File: src/rtl/cfg_pkg.sv
// Shared encodings and sizing for the config burst sequencer: FSM states,
// target module codes and the legal word count of each target SRAM.
package cfg_pkg;

  localparam int unsigned DATA_W = 64;
  localparam int unsigned ADDR_W = 7;
  localparam int unsigned SEL_W  = 8;
  localparam int unsigned MOD_W  = 2;

  localparam logic [MOD_W-1:0] MOD_IBF_NET = 2'd0;
  localparam logic [MOD_W-1:0] MOD_IBF_MUX = 2'd1;
  localparam logic [MOD_W-1:0] MOD_BV      = 2'd2;
  localparam logic [MOD_W-1:0] MOD_BF      = 2'd3;

  localparam int unsigned IBF_NET_DEPTH_DEF = 3;
  localparam int unsigned IBF_MUX_DEPTH_DEF = 1;
  localparam int unsigned BV_DEPTH_DEF      = 64;
  localparam int unsigned BF_DEPTH_DEF      = 96;

  typedef enum logic [2:0] {
    ST_IDLE  = 3'd0,
    ST_DRAIN = 3'd1,
    ST_WRITE = 3'd2,
    ST_DONE  = 3'd3,
    ST_ERR   = 3'd4
  } state_e;

endpackage

File: src/rtl/cfg_burst_sequencer_if.sv
// Command, write-data and config-bus signals of the burst sequencer.
// master = command/data source and config-bus observer, slave = sequencer.
interface cfg_burst_sequencer_if;
  import cfg_pkg::*;

  logic              cmd_valid;
  logic              cmd_ready;
  logic [MOD_W-1:0]  cmd_module;
  logic [SEL_W-1:0]  cmd_sram_sel;
  logic [ADDR_W-1:0] cmd_addr;
  logic [ADDR_W-1:0] cmd_len;

  logic              wdata_valid;
  logic              wdata_ready;
  logic [DATA_W-1:0] wdata;

  logic [MOD_W-1:0]  cfg_sel_module;
  logic [SEL_W-1:0]  cfg_sram_sel;
  logic [ADDR_W-1:0] cfg_addr_write;
  logic              cfg_wr_en;
  logic [DATA_W-1:0] cfg_data;

  modport master (
    output cmd_valid, cmd_module, cmd_sram_sel, cmd_addr, cmd_len,
    output wdata_valid, wdata,
    input  cmd_ready, wdata_ready,
    input  cfg_sel_module, cfg_sram_sel, cfg_addr_write, cfg_wr_en, cfg_data
  );

  modport slave (
    input  cmd_valid, cmd_module, cmd_sram_sel, cmd_addr, cmd_len,
    input  wdata_valid, wdata,
    output cmd_ready, wdata_ready,
    output cfg_sel_module, cfg_sram_sel, cfg_addr_write, cfg_wr_en, cfg_data
  );

endinterface

File: src/rtl/cfg_drain_counter.sv
// Counts consecutive idle datapath cycles while enabled and flags the cycle
// on which the run reaches DRAIN_CYCLES; any busy cycle restarts the run.
module cfg_drain_counter #(
  parameter int unsigned DRAIN_CYCLES = 16
) (
  input  logic clk,
  input  logic rst,
  input  logic en_i,
  input  logic dval_i,
  output logic done_o
);

  localparam int unsigned CNT_W = $clog2(DRAIN_CYCLES + 2);

  logic [CNT_W-1:0] cnt_q, cnt_d;

  // A zero-length drain still spends its one enabled cycle here.
  always_comb begin
    cnt_d  = '0;
    done_o = 1'b0;
    if (en_i) begin
      if (!dval_i) begin
        cnt_d = cnt_q + CNT_W'(1);
      end
      done_o = (DRAIN_CYCLES == 0) || (cnt_d == CNT_W'(DRAIN_CYCLES));
    end
  end

  always_ff @(posedge clk) begin
    if (rst) begin
      cnt_q <= '0;
    end else begin
      cnt_q <= cnt_d;
    end
  end

endmodule

File: src/rtl/cfg_burst_sequencer.sv
// Config burst sequencer: validates a burst command, holds off and drains the
// datapath, then streams config words onto the bus at incrementing addresses.
module cfg_burst_sequencer
  import cfg_pkg::*;
#(
  parameter int unsigned DRAIN_CYCLES  = 16,
  parameter int unsigned IBF_NET_DEPTH = IBF_NET_DEPTH_DEF,
  parameter int unsigned IBF_MUX_DEPTH = IBF_MUX_DEPTH_DEF,
  parameter int unsigned BV_DEPTH      = BV_DEPTH_DEF,
  parameter int unsigned BF_DEPTH      = BF_DEPTH_DEF
) (
  input  logic                  clk,
  input  logic                  rst,
  cfg_burst_sequencer_if.slave  bus,
  input  logic                  dval_i,
  output logic                  hold_o,
  output logic                  busy_o,
  output logic                  done_o,
  output logic                  err_o
);

  localparam int unsigned END_W = ADDR_W + 1;

  state_e            state_q, state_d;
  logic [MOD_W-1:0]  mod_q, mod_d;
  logic [SEL_W-1:0]  sel_q, sel_d;
  logic [ADDR_W-1:0] addr_q, addr_d;
  logic [ADDR_W-1:0] len_q, len_d;
  logic              cfg_wr_en_q, cfg_wr_en_d;
  logic [MOD_W-1:0]  cfg_mod_q, cfg_mod_d;
  logic [SEL_W-1:0]  cfg_sel_q, cfg_sel_d;
  logic [ADDR_W-1:0] cfg_addr_q, cfg_addr_d;
  logic [DATA_W-1:0] cfg_data_q, cfg_data_d;

  logic             cmd_hs;
  logic             wd_hs;
  logic             cmd_legal;
  logic             drain_done;
  logic [END_W-1:0] cmd_end;

  function automatic logic [END_W-1:0] target_depth(input logic [MOD_W-1:0] m);
    case (m)
      MOD_IBF_NET: target_depth = END_W'(IBF_NET_DEPTH);
      MOD_IBF_MUX: target_depth = END_W'(IBF_MUX_DEPTH);
      MOD_BV:      target_depth = END_W'(BV_DEPTH);
      default:     target_depth = END_W'(BF_DEPTH);
    endcase
  endfunction

  // One extra bit so addr+len cannot wrap back into the legal range.
  assign cmd_end   = {1'b0, bus.cmd_addr} + {1'b0, bus.cmd_len};
  assign cmd_legal = (bus.cmd_len != '0) && (cmd_end <= target_depth(bus.cmd_module));

  assign bus.cmd_ready   = (state_q == ST_IDLE);
  assign bus.wdata_ready = (state_q == ST_WRITE);
  assign cmd_hs          = bus.cmd_valid && bus.cmd_ready;
  assign wd_hs           = bus.wdata_valid && bus.wdata_ready;

  assign hold_o = (state_q == ST_DRAIN) || (state_q == ST_WRITE) || (state_q == ST_DONE);
  assign busy_o = (state_q != ST_IDLE);
  assign done_o = (state_q == ST_DONE);
  assign err_o  = (state_q == ST_ERR);

  assign bus.cfg_wr_en      = cfg_wr_en_q;
  assign bus.cfg_sel_module = cfg_mod_q;
  assign bus.cfg_sram_sel   = cfg_sel_q;
  assign bus.cfg_addr_write = cfg_addr_q;
  assign bus.cfg_data       = cfg_data_q;

  cfg_drain_counter #(
    .DRAIN_CYCLES (DRAIN_CYCLES)
  ) u_drain (
    .clk    (clk),
    .rst    (rst),
    .en_i   (state_q == ST_DRAIN),
    .dval_i (dval_i),
    .done_o (drain_done)
  );

  always_comb begin
    state_d     = state_q;
    mod_d       = mod_q;
    sel_d       = sel_q;
    addr_d      = addr_q;
    len_d       = len_q;
    cfg_wr_en_d = 1'b0;
    cfg_mod_d   = cfg_mod_q;
    cfg_sel_d   = cfg_sel_q;
    cfg_addr_d  = cfg_addr_q;
    cfg_data_d  = cfg_data_q;

    case (state_q)
      ST_IDLE: begin
        if (cmd_hs) begin
          mod_d   = bus.cmd_module;
          sel_d   = bus.cmd_sram_sel;
          addr_d  = bus.cmd_addr;
          len_d   = bus.cmd_len;
          state_d = cmd_legal ? ST_DRAIN : ST_ERR;
        end
      end
      ST_DRAIN: begin
        if (drain_done) begin
          state_d = ST_WRITE;
        end
      end
      // dval_i is deliberately not looked at here: writes never stall on it.
      ST_WRITE: begin
        if (wd_hs) begin
          cfg_wr_en_d = 1'b1;
          cfg_mod_d   = mod_q;
          cfg_sel_d   = sel_q;
          cfg_addr_d  = addr_q;
          cfg_data_d  = bus.wdata;
          addr_d      = addr_q + ADDR_W'(1);
          len_d       = len_q - ADDR_W'(1);
          if (len_q == ADDR_W'(1)) begin
            state_d = ST_DONE;
          end
        end
      end
      ST_DONE: state_d = ST_IDLE;
      ST_ERR:  state_d = ST_IDLE;
      default: state_d = ST_IDLE;
    endcase
  end

  always_ff @(posedge clk) begin
    if (rst) begin
      state_q     <= ST_IDLE;
      mod_q       <= '0;
      sel_q       <= '0;
      addr_q      <= '0;
      len_q       <= '0;
      cfg_wr_en_q <= 1'b0;
      cfg_mod_q   <= '0;
      cfg_sel_q   <= '0;
      cfg_addr_q  <= '0;
      cfg_data_q  <= '0;
    end else begin
      state_q     <= state_d;
      mod_q       <= mod_d;
      sel_q       <= sel_d;
      addr_q      <= addr_d;
      len_q       <= len_d;
      cfg_wr_en_q <= cfg_wr_en_d;
      cfg_mod_q   <= cfg_mod_d;
      cfg_sel_q   <= cfg_sel_d;
      cfg_addr_q  <= cfg_addr_d;
      cfg_data_q  <= cfg_data_d;
    end
  end

endmodule
File: src/flat_wrapper.sv
// flat-port wrapper written by rule: the top's interface ports become plain ports
module cfg_burst_sequencer_flat import cfg_pkg::*;
#(
  parameter int unsigned DRAIN_CYCLES  = 16,
  parameter int unsigned IBF_NET_DEPTH = IBF_NET_DEPTH_DEF,
  parameter int unsigned IBF_MUX_DEPTH = IBF_MUX_DEPTH_DEF,
  parameter int unsigned BV_DEPTH      = BV_DEPTH_DEF,
  parameter int unsigned BF_DEPTH      = BF_DEPTH_DEF
)
  (clk, rst, dval_i, hold_o, busy_o, done_o, err_o, bus_cmd_valid, bus_cmd_module, bus_cmd_sram_sel, bus_cmd_addr, bus_cmd_len, bus_wdata_valid, bus_wdata, bus_cmd_ready, bus_wdata_ready, bus_cfg_sel_module, bus_cfg_sram_sel, bus_cfg_addr_write, bus_cfg_wr_en, bus_cfg_data);
  cfg_burst_sequencer_if bus_i ();
  input  logic clk;
  input  logic rst;
  input  logic dval_i;
  output logic hold_o;
  output logic busy_o;
  output logic done_o;
  output logic err_o;
  input wire logic [$bits(bus_i.cmd_valid)-1:0] bus_cmd_valid;
  input wire logic [$bits(bus_i.cmd_module)-1:0] bus_cmd_module;
  input wire logic [$bits(bus_i.cmd_sram_sel)-1:0] bus_cmd_sram_sel;
  input wire logic [$bits(bus_i.cmd_addr)-1:0] bus_cmd_addr;
  input wire logic [$bits(bus_i.cmd_len)-1:0] bus_cmd_len;
  input wire logic [$bits(bus_i.wdata_valid)-1:0] bus_wdata_valid;
  input wire logic [$bits(bus_i.wdata)-1:0] bus_wdata;
  output wire logic [$bits(bus_i.cmd_ready)-1:0] bus_cmd_ready;
  output wire logic [$bits(bus_i.wdata_ready)-1:0] bus_wdata_ready;
  output wire logic [$bits(bus_i.cfg_sel_module)-1:0] bus_cfg_sel_module;
  output wire logic [$bits(bus_i.cfg_sram_sel)-1:0] bus_cfg_sram_sel;
  output wire logic [$bits(bus_i.cfg_addr_write)-1:0] bus_cfg_addr_write;
  output wire logic [$bits(bus_i.cfg_wr_en)-1:0] bus_cfg_wr_en;
  output wire logic [$bits(bus_i.cfg_data)-1:0] bus_cfg_data;
  assign bus_i.cmd_valid = bus_cmd_valid;
  assign bus_i.cmd_module = bus_cmd_module;
  assign bus_i.cmd_sram_sel = bus_cmd_sram_sel;
  assign bus_i.cmd_addr = bus_cmd_addr;
  assign bus_i.cmd_len = bus_cmd_len;
  assign bus_i.wdata_valid = bus_wdata_valid;
  assign bus_i.wdata = bus_wdata;
  assign bus_cmd_ready = bus_i.cmd_ready;
  assign bus_wdata_ready = bus_i.wdata_ready;
  assign bus_cfg_sel_module = bus_i.cfg_sel_module;
  assign bus_cfg_sram_sel = bus_i.cfg_sram_sel;
  assign bus_cfg_addr_write = bus_i.cfg_addr_write;
  assign bus_cfg_wr_en = bus_i.cfg_wr_en;
  assign bus_cfg_data = bus_i.cfg_data;
  cfg_burst_sequencer #(.DRAIN_CYCLES(DRAIN_CYCLES), .IBF_NET_DEPTH(IBF_NET_DEPTH), .IBF_MUX_DEPTH(IBF_MUX_DEPTH), .BV_DEPTH(BV_DEPTH), .BF_DEPTH(BF_DEPTH)) u_core (.clk(clk), .rst(rst), .bus(bus_i), .dval_i(dval_i), .hold_o(hold_o), .busy_o(busy_o), .done_o(done_o), .err_o(err_o));
endmodule
File: config.mk
export PLATFORM = sky130hd
export DESIGN_NAME = cfg_burst_sequencer_flat
export DESIGN_NICKNAME = d
export VERILOG_FILES = /design/src/rtl/cfg_pkg.sv /design/src/rtl/cfg_burst_sequencer_if.sv /design/src/rtl/cfg_drain_counter.sv /design/src/rtl/cfg_burst_sequencer.sv /design/src/flat_wrapper.sv
export SDC_FILE = /design/constraint.sdc
export NUM_CORES = 1
export LEC_CHECK = 0
export CAP_MARGIN = 20
export CELL_PAD_IN_SITES_DETAIL_PLACEMENT = 1
export CELL_PAD_IN_SITES_GLOBAL_PLACEMENT = 1
export CORE_MARGIN = 1.5
export CORE_UTILIZATION = 28
export CTS_BUF_LIST = sky130_fd_sc_hd__clkbuf_16
export DETAILED_ROUTE_END_ITERATION = 10
export PLACE_DENSITY_LB_ADDON = 0.1
export RECOVER_POWER = 50
export SETUP_SLACK_MARGIN = 0.3
export SLEW_MARGIN = 20
export SYNTH_ARGS = -nofsm -noshare
export SYNTH_HDL_FRONTEND = slang
export SYNTH_SLANG_ARGS = --single-unit
File: constraint.sdc
create_clock -name clk -period 2.6 [get_ports clk]
set_clock_uncertainty 0.2 [all_clocks]
set_input_delay 0.26 -clock clk [delete_from_list [all_inputs] [get_ports clk]]
set_output_delay 0.26 -clock clk [all_outputs]
set_load 0.05 [all_outputs]
==> qor.csv <==
stage;metric;value;unit
power_and_ir_drop;peakVddDrop;0.412;mV
synthesis;synth_edf_count;0;
power_and_ir_drop;p_int;3.68;mW
worst_setup_path;required;2.69;ns
global_routing;grt_pass1_vias;5274;
synthesis;synth_area_leaders;dfxtp_1 (47%), nand2_1 (16%), a21oi_1 (11%);
floorplan;die-area;18000;um2
drt;detail-route-antenna-nets;0;
power_and_ir_drop;p_seq_frac;0.374;
power_and_ir_drop;pwr-share-clk;0.469;
power_and_ir_drop;p_switching;1.32;mW
synthesis;avgSynthCellArea;7.80;um2
timing;fmax;397;MHz
synthesis;ys.flop_type;dfxtp_1;
clock_network;clock_sinks;114;
global_routing;track_usage;0.189;
timing;relSlewSlack;0.352;
worst_setup_path;cp-end-kind;flip-flop;
timing;worst_pin_slew;0.971;ns
final_layout;finish.net_count;923;
synthesis;seq_area_frac_synth;0.473;
clock_network;cts_tree;done;
placement;gp_congestion;0.844;
synthesis;syn_nets;728;
floorplan;die_h;134;um
worst_setup_path;cp_slowest_stage_delay;0.33;ns
worst_setup_path;crit_path_frequent_cell;a21oi_1;
timing;fin_crit_sh;0.968;
floorplan;io_pins;181;
synthesis;synth_top_area_share;0.473;
final_layout;final_common_cell;nand2_1;
clock_network;htree_levels;4;
clock_network;cts_root_buffer;clkbuf_16;
placement;io_buffer_count;180;
worst_setup_path;crit_arrival;2.61;ns
floorplan;core;16700;um2
power_and_ir_drop;powerDensity;645;nW/um2
worst_setup_path;reg2reg_slack;0.22;ns
final_layout;nFillCells;1973;
hold_path;hp-start;bus_cmd_addr[1];
placement;hpwl;11.5;mm
hold_path;min_to;u_core.addr_q[1];
final_layout;syn_to_final_growth;60.7;%
clock_network;cts.clk_slew.worst_paths;0.06;ns
power_and_ir_drop;finalPower;5.00;mW
hold_path;hold_path.class;input port to flip-flop;
final_layout;final_cell_mix;nand2_1 (201), clkdlybuf4s50_1 (156), dfxtp_1 (112);
synthesis;synth_seq_cells;114;
global_routing;grt_max_degree;82;
timing;slew_viol_final;0;
worst_setup_path;critPathKind;input port to flip-flop;
worst_setup_path;r2r_start;u_core.state_q[2];
worst_setup_path;reg2reg_depth;4;
synthesis;yosysWarnings;0;
clock_network;clk_path_buf_depth;2;
worst_setup_path;worst_r2r_endpoint;u_core.len_q[4];
power_and_ir_drop;p_leak;2.82;nW
clock_network;clkLatencyLatePin;0.41;ns
drt;vias;4987;
synthesis;ys_types;55;
flow_run;drv_cap;0;
timing;fin_crit;2.52;ns
global_routing;antenna_found_initial;0;
timing;setup_viol;0;
timing;rsz0062_at_grt;true;
synthesis;yosysTopAreaCell;dfxtp_1;
drt;drt-wirelength-per-cell;16.0;um
floorplan;die_w;134;um
hold_path;whs_path_depth;3;
global_routing;globalRouteOverflowTotal;0;
final_layout;drive_gt1_frac;0.126;
floorplan;num_rows;47;
timing;holdWs;0.0203;ns
power_and_ir_drop;power_frac_comb;0.157;
worst_setup_path;crit_fanout;3;
final_layout;n_antenna_cell;0;
synthesis;synthCells;619;
global_routing;grt_pass1_wl;27.1;mm
status;status;complete, no violations;
drt;wirelength;16.7;mm
drt;vias_per_cell;4.76;
power_and_ir_drop;switching_share;0.265;
final_layout;final_util;0.464;
worst_setup_path;crit_path_start_kind;input port;
clock_network;cts_buffers;17;
drt;dr.pass1.iters;4;
synthesis;synthArstFlopShare;0;
worst_setup_path;cpMaxStageDelayCell;fa_2;
timing;hold_viol_final;0;
drt;drt_iter0_markers;205;
worst_setup_path;cp_cell_sequence;buf_8 > ha_4 > inv_2 > fa_2 > nand2b_4 > o2bb2ai_4 > o21bai_1 > a21oi_1 > xnor2_1 > ha_2 > o21a_4 > or2_4 > a211oi_4 > a21oi_1;
floorplan;start_util;0.289;
drt;drc;0;
synthesis;syn-cell-area;4830;um2
[power groups by stage]
stage                     Combinational, mW  Clock [mW]  Sequential [mW]
final                                 0.785        2.34             1.87
after global routing                  0.849        2.49             1.88
after CTS                             0.775        2.41             1.87
after detailed placement              0.717           0             1.91
after global placement                0.689           0             1.90
after floorplan                       0.421           0             1.87
[worst max-delay path, delay by kind of cell]
kind / cells / cell delay, ns
AO/OA/AOI/OAI: 6 / 0.91
adder cells (fa/ha/maj): 3 / 0.78
AND/OR/NAND/NOR: 2 / 0.39
XOR/XNOR: 1 / 0.16
buffers and inverters: 2 / 0.11
[per-layer routing]
metal / global-route usage / routed length, um / vias up
met5: 0 / 0 / -
met4: 0.0621 / 231 / 0
li1: - / - / 2470
met3: 0.0567 / 1100 / 19
met2: 0.328 / 8290 / 138
met1: 0.221 / 7080 / 2360
[final cells by class]
| type | count | area (um2) | area share |
|---|---|---|---|
| clock inverter | 15 | 166 | 0.0215 |
| timing repair buffer | 217 | 2080 | 0.268 |
| clock buffer | 17 | 425 | 0.0549 |
| inverter | 13 | 50.0 | 0.00645 |
| multi-input combinational | 451 | 2480 | 0.319 |
| tap | 220 | 275 | 0.0355 |
| sequential | 114 | 2280 | 0.295 |
[timing repair]
item | 4_1_cts | 5_1_grt
hold buffers | 1 | 0
resized for setup | 44 | 7
pin swaps | 20 | 2
setup buffers | 11 | 0
endpoints found under the setup margin | 7 | 4
endpoints found under the hold margin | 1 | 0
[worst max-delay path by stage]
stage | start | end | slack (ns) | cells after the start
after floorplan | bus_cmd_len[0] | u_core.state_q[2] | -0.05 | 14
after global placement | bus_cmd_len[0] | u_core.state_q[2] | -0.76 | 15
after detailed placement | bus_cmd_len[0] | u_core.state_q[2] | -0.89 | 15
after CTS | bus_cmd_addr[0] | u_core.state_q[2] | 0.06 | 14
after global routing | bus_cmd_addr[0] | u_core.state_q[2] | 0.02 | 14
final | bus_cmd_addr[0] | u_core.state_q[2] | 0.08 | 14
[registers in the layout (all words and copies together) (netlist names)]
signal	count
u_core.bus.cfg_addr_write	7
u_core.bus.cfg_wr_en	1
u_core.sel_q	8
u_core.state_q	3
u_core.mod_q	2
u_core.u_drain.cnt_q	5
u_core.len_q	7
u_core.addr_q	7
u_core.bus.cfg_sel_module	2
u_core.bus.cfg_sram_sel	8
u_core.bus.cfg_data	64
[logic make-up (layout without fill, tap and decap cells)]
logic type	Yosys count	count (layout)	share of synthesized area
fa+ha+maj	16	16	0.0430
buf+inv	54	262	0.0485
simple gates	272	272	0.242
flops	114	114	0.473
xor+xnor	7	7	0.0127
compound gates	156	156	0.181
[cells in the mapped netlist, drive strengths merged, types with 2 or more instances]
cell	instances
and3	3
nand3	6
a21oi	109
xor2	2
inv	13
nor3b	2
nor4b	3
or3b	3
o31ai	2
or2	3
o211ai	3
a31oi	2
dfxtp	114
o21a	2
a211oi	6
o21bai	2
nand4	2
nor2b	3
nand3b	4
o21ai	16
buf	16
nor2	26
ha	15
clkbuf	25
nand2	202
a22oi	2
nor3	5
nand2b	3
a221oi	2
xnor2	5
[per-stage QoR]
| step | setup TNS, ns | cells | setup slack (ns) | instance area (um2) |
|---|---|---|---|---|
| 3_5_place_dp | -1.74 | 1003 | -0.888 | 7010 |
| 2_1_floorplan | -0.0849 | 619 | -0.0531 | 4870 |
| 5_1_grt | 0 | 1047 | 0.0233 | 7750 |
| 4_1_cts | 0 | 1047 | 0.0579 | 7770 |
| 3_3_place_gp | -1.48 | 1003 | -0.756 | 7010 |
| 6_report | 0 | 1047 | 0.0840 | 7750 |
Note: power is estimated with default switching activity, not from simulation.
